$ cat config.mk
export PLATFORM = sky130hd
export DESIGN_NAME = mul_repadd_flat
export DESIGN_NICKNAME = d
export VERILOG_FILES = /design/src/rtl/mul_repadd_if.sv /design/src/rtl/mul_repadd.sv /design/src/flat_wrapper.sv
export SDC_FILE = /design/constraint.sdc
export NUM_CORES = 1
export LEC_CHECK = 0
export CAP_MARGIN = 10
export CORE_MARGIN = 5
export CORE_UTILIZATION = 58
export DETAILED_ROUTE_END_ITERATION = 12
export PLACE_DENSITY = 0.8
export SYNTH_ARGS = -nofsm -noshare
export SYNTH_HDL_FRONTEND = slang
export SYNTH_SLANG_ARGS = --single-unit
$ cat constraint.sdc
create_clock -name clk -period 3.3 [get_ports clk]
set_input_delay 0.495 -clock clk [delete_from_list [all_inputs] [get_ports clk]]
set_output_delay 0.495 -clock clk [all_outputs]
set_load 0.05 [all_outputs]
$ cat src/rtl/mul_repadd_if.sv
// Handshake and operand bundle between the top-level sequencer and the
// repeated-addition multiplier. The sequencer owns start/a/b and the
// multiplier answers with busy/done/product.
interface mul_repadd_if #(
   parameter int WIDTH = 8
);
   logic                 start;
   logic [WIDTH-1:0]     a;
   logic [WIDTH-1:0]     b;
   logic                 busy;
   logic                 done;
   logic [2*WIDTH-1:0]   product;

   modport master (
      output start, a, b,
      input  busy, done, product
   );

   modport slave (
      input  start, a, b,
      output busy, done, product
   );
endinterface

$ cat src/rtl/mul_repadd.sv
// Sequential unsigned multiplier built from repeated addition, the mirror
// image of the repeated-subtraction divider. A start seen in IDLE latches
// a and b; a is then added into an accumulator b times and the sum is
// published on product together with a one-cycle done pulse. The product
// register keeps the previous result until the next operation finishes, so
// the sequencer can read it at any time.
module mul_repadd #(
   parameter int WIDTH = 8
) (
   input  logic         clk,
   input  logic         clear,
   mul_repadd_if.slave  bus
);

   typedef enum logic [1:0] {
      IDLE = 2'd0,
      LOAD = 2'd1,
      ADD  = 2'd2,
      DONE = 2'd3
   } state_t;

   state_t               state_q, state_d;
   logic [WIDTH-1:0]     areg_q, areg_d;
   logic [WIDTH-1:0]     cnt_q, cnt_d;
   logic [2*WIDTH-1:0]   acc_q, acc_d;
   logic [2*WIDTH-1:0]   product_q, product_d;

   // State and datapath registers; clear drops everything to zero at once so an in-flight operation simply vanishes.
   always_ff @(posedge clk or posedge clear) begin
      if (clear) begin
         state_q   <= IDLE;
         areg_q    <= '0;
         cnt_q     <= '0;
         acc_q     <= '0;
         product_q <= '0;
      end else begin
         state_q   <= state_d;
         areg_q    <= areg_d;
         cnt_q     <= cnt_d;
         acc_q     <= acc_d;
         product_q <= product_d;
      end
   end

   // Next-state and datapath updates; cnt counts remaining additions, so an ADD with cnt at zero publishes the sum instead of adding.
   always_comb begin
      state_d   = state_q;
      areg_d    = areg_q;
      cnt_d     = cnt_q;
      acc_d     = acc_q;
      product_d = product_q;
      case (state_q)
         IDLE: begin
            if (bus.start) begin
               areg_d  = bus.a;
               cnt_d   = bus.b;
               state_d = LOAD;
            end
         end
         LOAD: begin
            acc_d   = '0;
            state_d = ADD;
         end
         ADD: begin
            if (cnt_q == '0) begin
               product_d = acc_q;
               state_d   = DONE;
            end else begin
               acc_d = acc_q + {{WIDTH{1'b0}}, areg_q};
               cnt_d = cnt_q - WIDTH'(1);
            end
         end
         DONE: begin
            state_d = IDLE;
         end
         default: begin
            state_d = IDLE;
         end
      endcase
   end

   // Status flags come straight from the registered state, so they never glitch.
   always_comb begin
      bus.busy    = (state_q == LOAD) || (state_q == ADD);
      bus.done    = (state_q == DONE);
      bus.product = product_q;
   end

endmodule

$ cat src/flat_wrapper.sv
// flat-port wrapper written by rule: the top's interface ports become plain ports
module mul_repadd_flat 
#(
   parameter int WIDTH = 8
)
  (clk, clear, bus_start, bus_a, bus_b, bus_busy, bus_done, bus_product);
  mul_repadd_if #(.WIDTH(WIDTH)) bus_i ();
  input  logic clk;
  input  logic clear;
  input wire logic [$bits(bus_i.start)-1:0] bus_start;
  input wire logic [$bits(bus_i.a)-1:0] bus_a;
  input wire logic [$bits(bus_i.b)-1:0] bus_b;
  output wire logic [$bits(bus_i.busy)-1:0] bus_busy;
  output wire logic [$bits(bus_i.done)-1:0] bus_done;
  output wire logic [$bits(bus_i.product)-1:0] bus_product;
  assign bus_i.start = bus_start;
  assign bus_i.a = bus_a;
  assign bus_i.b = bus_b;
  assign bus_busy = bus_i.busy;
  assign bus_done = bus_i.done;
  assign bus_product = bus_i.product;
  mul_repadd #(.WIDTH(WIDTH)) u_core (.clk(clk), .clear(clear), .bus(bus_i));
endmodule
# --- Word-level counts from Yosys, hierarchy flattened ---
# Cells that the tools add are included.
# Widths: inputs -> output; s select.
totals:
  regBits: 50
  input_bits: 19
  output_inout_bits: 18
  elab_cells: 31
op_classes:
  n_addsub: 2
  eq_ne: 6
  n_mux: 8
  reduce_logical: 10
ops:
  columns: ["operator", "n"]
  rows:
  - ["$pmux 16 s2", 1]
  - ["$add 16x8->16", 1]
  - ["$mux 16", 1]
  - ["$mux 8", 2]
  - ["$pmux 8 s2", 1]
  - ["$logic_not 8->1", 1]
  - ["$pmux 2 s4", 1]
  - ["$reduce_and 2->1", 4]
  - ["$sub 8x1->8 const B", 1]
  - ["$eq 2x2->1 const B", 2]
  - ["$mux 2", 2]
  - ["$ne 2x2->1 const B", 2]
  - ["$reduce_bool 2->1", 2]
  - ["$reduce_and 3->1", 1]
  - ["$eq 2x1->1 const B", 1]
  - ["$logic_not 2->1", 1]
  - ["$ne 2x1->1 const B", 1]
  - ["$logic_or 1x1->1", 1]

# --- Logic depth before layout (Yosys ltp) ---
logic_depth:
  ltp_word: 3
  mapped_depth: 9
  ltp_nobuf: 8

# --- Worst setup path after synthesis ---
# OpenSTA, ideal clock, no wires.
synth_timing:
  kind: "register to register"
  startpoint: "register u_core.acc_q[0]"
  endpoint: "register u_core.acc_q[14]"
  setup_ns: 0.078
  arrival_ns: 2.055
  t_required_ns: 3.222
  path_slack_ns: 1.167
  stages_incl_launch_ff: 9
  path_buffers: 0
  period_less_slack_ns: 2.133
  cell_sequence: "dfrtp_1 > ha_1 > inv_1 > fa_1 > nand2b_1 > a21oi_1 > o21ai_1 > or4_1 > a21oi_1"
synth_between:
  elab_chain_cells: 3
synth_rtl:
  columns: ["item", "line_no", "text"]
  rows:
  - ["start: declaration", "mul_repadd.sv:25", "logic [2*WIDTH-1:0] acc_q, acc_d;"]
  - ["start signal: assignment", "mul_repadd.sv:34", "acc_q <= '0;"]
  - ["start signal: assignment", "mul_repadd.sv:40", "acc_q <= acc_d;"]
  - ["$add 16x8->16", "mul_repadd.sv:69", "acc_d = acc_q + {{WIDTH{1'b0}}, areg_q};"]
  - ["$mux 16", "mul_repadd.sv:65", "if (cnt_q == '0) begin"]
  - ["$pmux 16 s2", "mul_repadd.sv:52", "case (state_q)"]
# Every way passes these cells. The select of a mux whose other input is x is not followed.
# A chain may end at the register's enable or synchronous reset.

# --- Final worst setup path ---
layout_timing:
  startpoint: "register u_core.state_q[0]"
  endpoint: "output bus_busy"
layout_between:
  elab_chain_cells: 2
  elab_cells_between_ends: 3
  classes_between: "eq/ne: 2; reduce/logical: 1"
layout_rtl:
  columns: ["item", "line_no", "text"]
  rows:
  - ["start: declaration", "mul_repadd.sv:22", "state_t state_q, state_d;"]
  - ["start signal: assignment", "mul_repadd.sv:37", "state_q <= state_d;"]
  - ["$eq 2x1->1 / $eq 2x2->1 (equally long branches)", "mul_repadd.sv:84", "bus.busy = (state_q == LOAD) || (state_q == ADD);"]
  - ["$logic_or 1x1->1 *", "mul_repadd.sv:84", null]
  - ["end: declaration", "flat_wrapper.sv:13", "output wire logic [$bits(bus_i.busy)-1:0] bus_busy;"]
# Mark *: on every way between the ends. The rest lies on a longest branch, timed or not.

==> out/results.ini <==
[setup_path]
cp_cell_sequence = inv_1, ha_1, clkdlybuf4s50_1
required_ps = 2800
critPathArrivalTime_ps = 2080
cpMaxStageDelayCell = clkdlybuf4s50_1
worstReg2RegStart = u_core.acc_q[0]$_DFFE_PP0P_
path_class = reg -> out
start_kind = register
cp_slowest_stage_delay_ps = 860
path_delay_family = buffers and inverters
cp_num_buf_inv = 2
crit_path_start = u_core.state_q[0]$_DFFE_PP0P_
crit_fanout = 6
cp-end-kind = primary output

[clock_network]
cts_hold_buf = 0
clkLatencyLatePin_ps = 300
ctsLongestPathBuffers = 2
post_cts_buffers = 0
root_buffer = clkbuf_8
cts_tree = done
ctsHtreeMaxLevel = 2
cts.sink_count = 50
post_cts_resized = 0
numCtsBuffers = 5
clk_transition_reported_paths_ps = 90

[drt]
dr.pass1.iters = 4
ant_nets = 0
drc = 0
via_per_inst = 5.81
totalWireLength_um = 5210
detail_route.wl_per_cell_um = 14.9
drt_iter0_drc = 121
num_vias = 2029

[cells_and_area]
multiInputGateArea_um2 = 1290
final_util = 0.714
antennaDiodeCount = 0
fin_nets = 329
n_fill_cell = 324
final_layout_size_suffix_gt1_frac = 0.121
seqCellArea_um2 = 1250
area_delta_synth_final_pct = 18.1

[synthesis]
yosysTopAreaCellShare = 0.469
yosysSeqAreaShare = 0.469
syn_inst = 259
ys_ff_latch = 50
synth_top_flop_cell = dfrtp_1
synth_common_cells = 50 x dfrtp_1, 23 x nand2_1, 22 x a21oi_1
yosys.area.top_type = dfrtp_1
syn-num-nets = 292
ys_async_sr_fraction = 1.00
synth_edf_count = 0
yosysWarningCount = 0
yosysMostFrequentCell = dfrtp_1
synth_area_um2 = 2670
yosysUniqueCellTypes = 42
synth_area_leaders = dfrtp_1 47%, mux2_2 7.2%, ha_1 6.1%
synth.avg_cell_area_um2 = 10.3

[sta]
tightest_slew_ps = 1000
finalCritPeriodShare = 0.781
fin_worst_skew_ps = 6.55
drv_slew = 0
setup_tns_ps = 0
hold_slack_ps = 491
finalSetupViolCount = 0
fin_crit_ps = 2580
hold_violations = 0
fmax_ghz = 0.388
rsz0062_at_grt = no
max-slew-margin-rel = 0.330
fin_ws_ps = 723

[global_route]
grt_pass1_vias = 1977
grtUsageMet2 = 0.314
grt_antenna_before_repair = 0
grt-ovfl-total = 0
top_usage_layer = met2
met3_usage = 0.0324
grt_first_pass_wirelength_um = 9160
grt_util_met1 = 0.237
grt_usage = 0.183
grt_max_degree = 51

[outcome]
outcome = finished, final reports clean

[pwr]
p_leak_nw = 1.38
power_mw = 2.44
p_per_area_nw_per_um2 = 775
ir_worst_vdd_uv = 447

[floorplan]
coreArea_um2 = 4410
num_io_pins = 37
die-area_um2 = 6060
die_h_um = 77.8
die_x_um = 77.8
start_util = 0.604
rows = 24

[worst_hold_path]
hold_path.startpoint = u_core.bus.product[1]$_DFFE_PP0P_
hold_path.class = reg -> reg

[placement]
portBuffers = 36
hpwl_um = 3910
gp_congestion = 0.806
dp_slack_ps = 944

[run]
drv_cap = 0

kinds of logic (layout without fill, tap and decap cells):
kind of cell,Yosys count,after routing,share of synthesized area
DFF,50,50,0.469
AOI/OAI and AO/OA,72,72,0.164
and+or+nand+nor,70,70,0.138
xor gates and xnor gates,6,6,0.0197
muxes,21,21,0.0943
buffers and inverters,26,64,0.0464
adders and majority gates,14,14,0.0685
worst min-delay path, delay by kind of cell (launching register included):
family             cells  cell delay [ps]
and+or+nand+nor        1               50
DFF                    1              350
AOI/OAI and AO/OA      1               60
layout by cell type, fill, tap and decap left out, types with 2 or more instances in the layout:
master and count:
nand4_1 3, o31ai_1 8, or4_1 5, xor2_1 5
ha_1 13, o311ai_0 2, nor4_1 3, o22a_1 4
dfrtp_1 50, mux2_4 4, clkbuf_8 6, buf_4 3
nand2_1 23, a31oi_1 3, nor2_1 14, inv_1 16
nor3_1 2, clkdlybuf4s50_1 36, o21ai_0 20, mux2_2 17
nand2b_1 4, a21oi_1 22, nand3_1 4, or3_1 5
o211ai_1 4, o21ai_1 2, a21o_1 2
worst paths after layout:
path	cells after the start	slack, ps	endpoint
max	3	720	bus_busy
min	2	490	u_core.bus.product[1]$_DFFE_PP0P_
max reg2reg	8	910	u_core.acc_q[14]$_DFFE_PP0P_
min reg2reg	2	490	u_core.bus.product[1]$_DFFE_PP0P_
max in group asynchronous	2	1930	u_core.cnt_q[0]$_DFFE_PP0P_
min in group asynchronous	2	750	u_core.bus.product[2]$_DFFE_PP0P_
routing by layer:
| layer | vias up | wire length [um] |
|---|---|---|
| met5 | - | 0 |
| met4 | 0 | 57 |
| met3 | 5 | 240 |
| met2 | 49 | 2490 |
| met1 | 966 | 2420 |
| li1 | 1009 | - |
area by class of cell:
type	count	share of cell area
inverters	17	0.0203
flip-flops and latches	50	0.397
clock buffers	6	0.0262
well taps	52	0.0207
clock inverters	2	0.00397
multi-input cells	183	0.410
repair buffers	39	0.122
registers in the layout (all words and copies together) (netlist names):
name,count
u_core.areg_q,8
u_core.acc_q,16
u_core.bus.product,16
u_core.cnt_q,8
u_core.state_q,2
through the flow:
stage / cell area [um2] / cells
after floorplan: 2670 / 259
after global placement: 3060 / 341
after detailed placement: 3060 / 341
after CTS: 3150 / 349
after global routing: 3150 / 349
final: 3150 / 349
where the power goes:
group,switching [mW],internal [mW]
clock,0.197,0.169
combinational,0.727,0.448
sequential,0.138,0.763
total,1.06,1.38
Note: power is estimated with default switching activity, not from simulation.
==> variant 1 (same flow settings) <==
`WIDTH` is set to 8 in 3 places; all go to 6.
--- a/src/rtl/mul_repadd_if.sv
+++ b/src/rtl/mul_repadd_if.sv
@@ -3,5 +3,5 @@
 // multiplier answers with busy/done/product.
 interface mul_repadd_if #(
-   parameter int WIDTH = 8
+   parameter int WIDTH = 6
 );
    logic                 start;
--- a/src/rtl/mul_repadd.sv
+++ b/src/rtl/mul_repadd.sv
@@ -6,5 +6,5 @@
 // the sequencer can read it at any time.
 module mul_repadd #(
-   parameter int WIDTH = 8
+   parameter int WIDTH = 6
 ) (
    input  logic         clk,
--- a/src/flat_wrapper.sv
+++ b/src/flat_wrapper.sv
@@ -2,5 +2,5 @@
 module mul_repadd_flat 
 #(
-   parameter int WIDTH = 8
+   parameter int WIDTH = 6
 )
   (clk, clear, bus_start, bus_a, bus_b, bus_busy, bus_done, bus_product);
Interface: changed (resized bus_a, bus_b and bus_product); port bits go from 37 to 29. No check against the original RTL was run, so the function may have changed too.
==> variant 1 against the original RTL <==
Worst setup slack worse by 0.11 ns; synthesized area is 22% lower; first-iteration DRC count is 49% lower; sequential cell count is 12 lower; design area is 22% lower; wire length is 15% lower; power is 16% lower; clock skew is 0.0069 ns higher; critical endpoint unchanged; largest cell class unchanged; highest routed layer unchanged.
==> variant 1: results <==
export IMPL_synth_top_area_cell="dfrtp_1"
export IMPL_place_congestion=0.888
export IMPL_cts_buffers=5
export IMPL_ys_seq_area_frac=0.457
export IMPL_layout_nets=244
export IMPL_arrival_ns=2.19
export IMPL_crit_path_start="u_core.state_q[0]$_DFFE_PP0P_"
export IMPL_drt_pass1_iter_count=4
export IMPL_cts_max_level=2
export IMPL_crit_fanout=11
export IMPL_synthArstFlopShare=1.00
export IMPL_routedWlPerCell_microns=16.6
export IMPL_drive_gt1_frac=0.164
export IMPL_cts_root_buffer="clkbuf_4"
export IMPL_clock_latency_ns=0.35
export IMPL_fin_crit_sh=0.815
export IMPL_ys_warnings_count=0
export IMPL_dp_slack_ns=0.994
export IMPL_post_cts_resized=0
export IMPL_status="completed"
export IMPL_clk_path_buf_depth=2
export IMPL_grt_usage=0.193
export IMPL_antenna_found_initial=0
export IMPL_yosysUniqueCellTypes=48
export IMPL_cellLeakagePower_nw=1.11
export IMPL_grt_max_degree=39
export IMPL_clock_skew_ns=0.0134
export IMPL_hp_class="reg -> reg"
export IMPL_tightestPinTransition_ns=0.579
export IMPL_portBuffers=28
export IMPL_min_from="u_core.bus.product[9]$_DFFE_PP0P_"
export IMPL_syn_num_nets=213
export IMPL_post_dp_cell_area_sq_mm=0.00239
export IMPL_dp_hpwl_microns=3220
export IMPL_fin_hold_ws_ns=0.515
export IMPL_postCtsSetupBuffers=0
export IMPL_antennaDiodeCount=0
export IMPL_initialDrtViolationCount=62
export IMPL_grt_pass1_wl_microns=7620
export IMPL_vias=1607
export IMPL_regToRegSetupSlack_ns=1.14
export IMPL_synthTopCellsByArea="dfrtp_1, mux2_2, ha_1"
export IMPL_ir_worst_vdd_uv=402
export IMPL_synthTopCellsByCount="dfrtp_1, mux2_2, nand2_1"
export IMPL_overflow=0
export IMPL_clk_pin_slew_ns=0.11
==> variant 1: cell types whose count changed after synthesis, sizes merged, moves of 5 or more <==
cell	before	now
a21oi	22	10
o21ai	22	11
dfrtp	50	38
inv	17	8
xor2	5	0
mux2i	0	5
nand2	24	14
o31ai	8	3
==> variant 1: final timing paths <==
check / end / cells after the start
max in group asynchronous: u_core.areg_q[5]$_DFFE_PP0P_ / 3
worst min register to register: u_core.bus.product[9]$_DFFE_PP0P_ / 1
worst max register to register: u_core.acc_q[9]$_DFFE_PP0P_ / 7
worst max-delay path: bus_busy / 3
worst min-delay path: u_core.bus.product[9]$_DFFE_PP0P_ / 1
min in group asynchronous: u_core.cnt_q[1]$_DFFE_PP0P_ / 3
==> variant 1: metal layers <==
layer  routed length [microns]  part of all wire  up-vias  track usage
met1                      1950              0.44      785        0.241
met2                      2170              0.49       49        0.311
met4                        95             0.022        0       0.0872
met3                       196             0.044       11       0.0531
li1                          -                 -      762            -
met5                         0                 0        -            0
==> variant 1: metrics by stage <==
step	cells	total power [mW]
after detailed placement	257	1.76
final	265	2.06
after CTS	265	2.06
after floorplan	187	1.54
after global placement	257	1.70
after global routing	265	2.20
==> variant 1: kinds of logic after synthesis <==
family	after synthesis	share of synthesized area
compound gates	53	0.181
xor+xnor	2	0.00843
fa+ha+maj	11	0.0698
buf+inv	14	0.0337
flops	38	0.457
mux	23	0.122
simple gates	46	0.129
==> variant 1: area by class of cell <==
| class | instances | area [sq um] |
|---|---|---|
| Inverter | 8 | 30.0 |
| Tap cell | 46 | 57.6 |
| Fill cell | 268 | 945 |
| Sequential cell | 38 | 951 |
| Clock buffer | 8 | 78.8 |
| Timing Repair Buffer | 30 | 295 |
| Multi-Input combinational cell | 135 | 1060 |
==> variant 1: power by group <==
part | leakage (nW) | internal [mW] | switching, mW
sequential | 0.494 | 0.581 | 0.106
combinational | 0.574 | 0.418 | 0.657
clock | 0.0446 | 0.146 | 0.154
==> variant 1: critical path, cell delays in order, from the launching register on <==
cell and delay [ns]:
dfrtp_1 0.39, inv_1 0.07, ha_1 0.51, clkdlybuf4s50_1 0.88
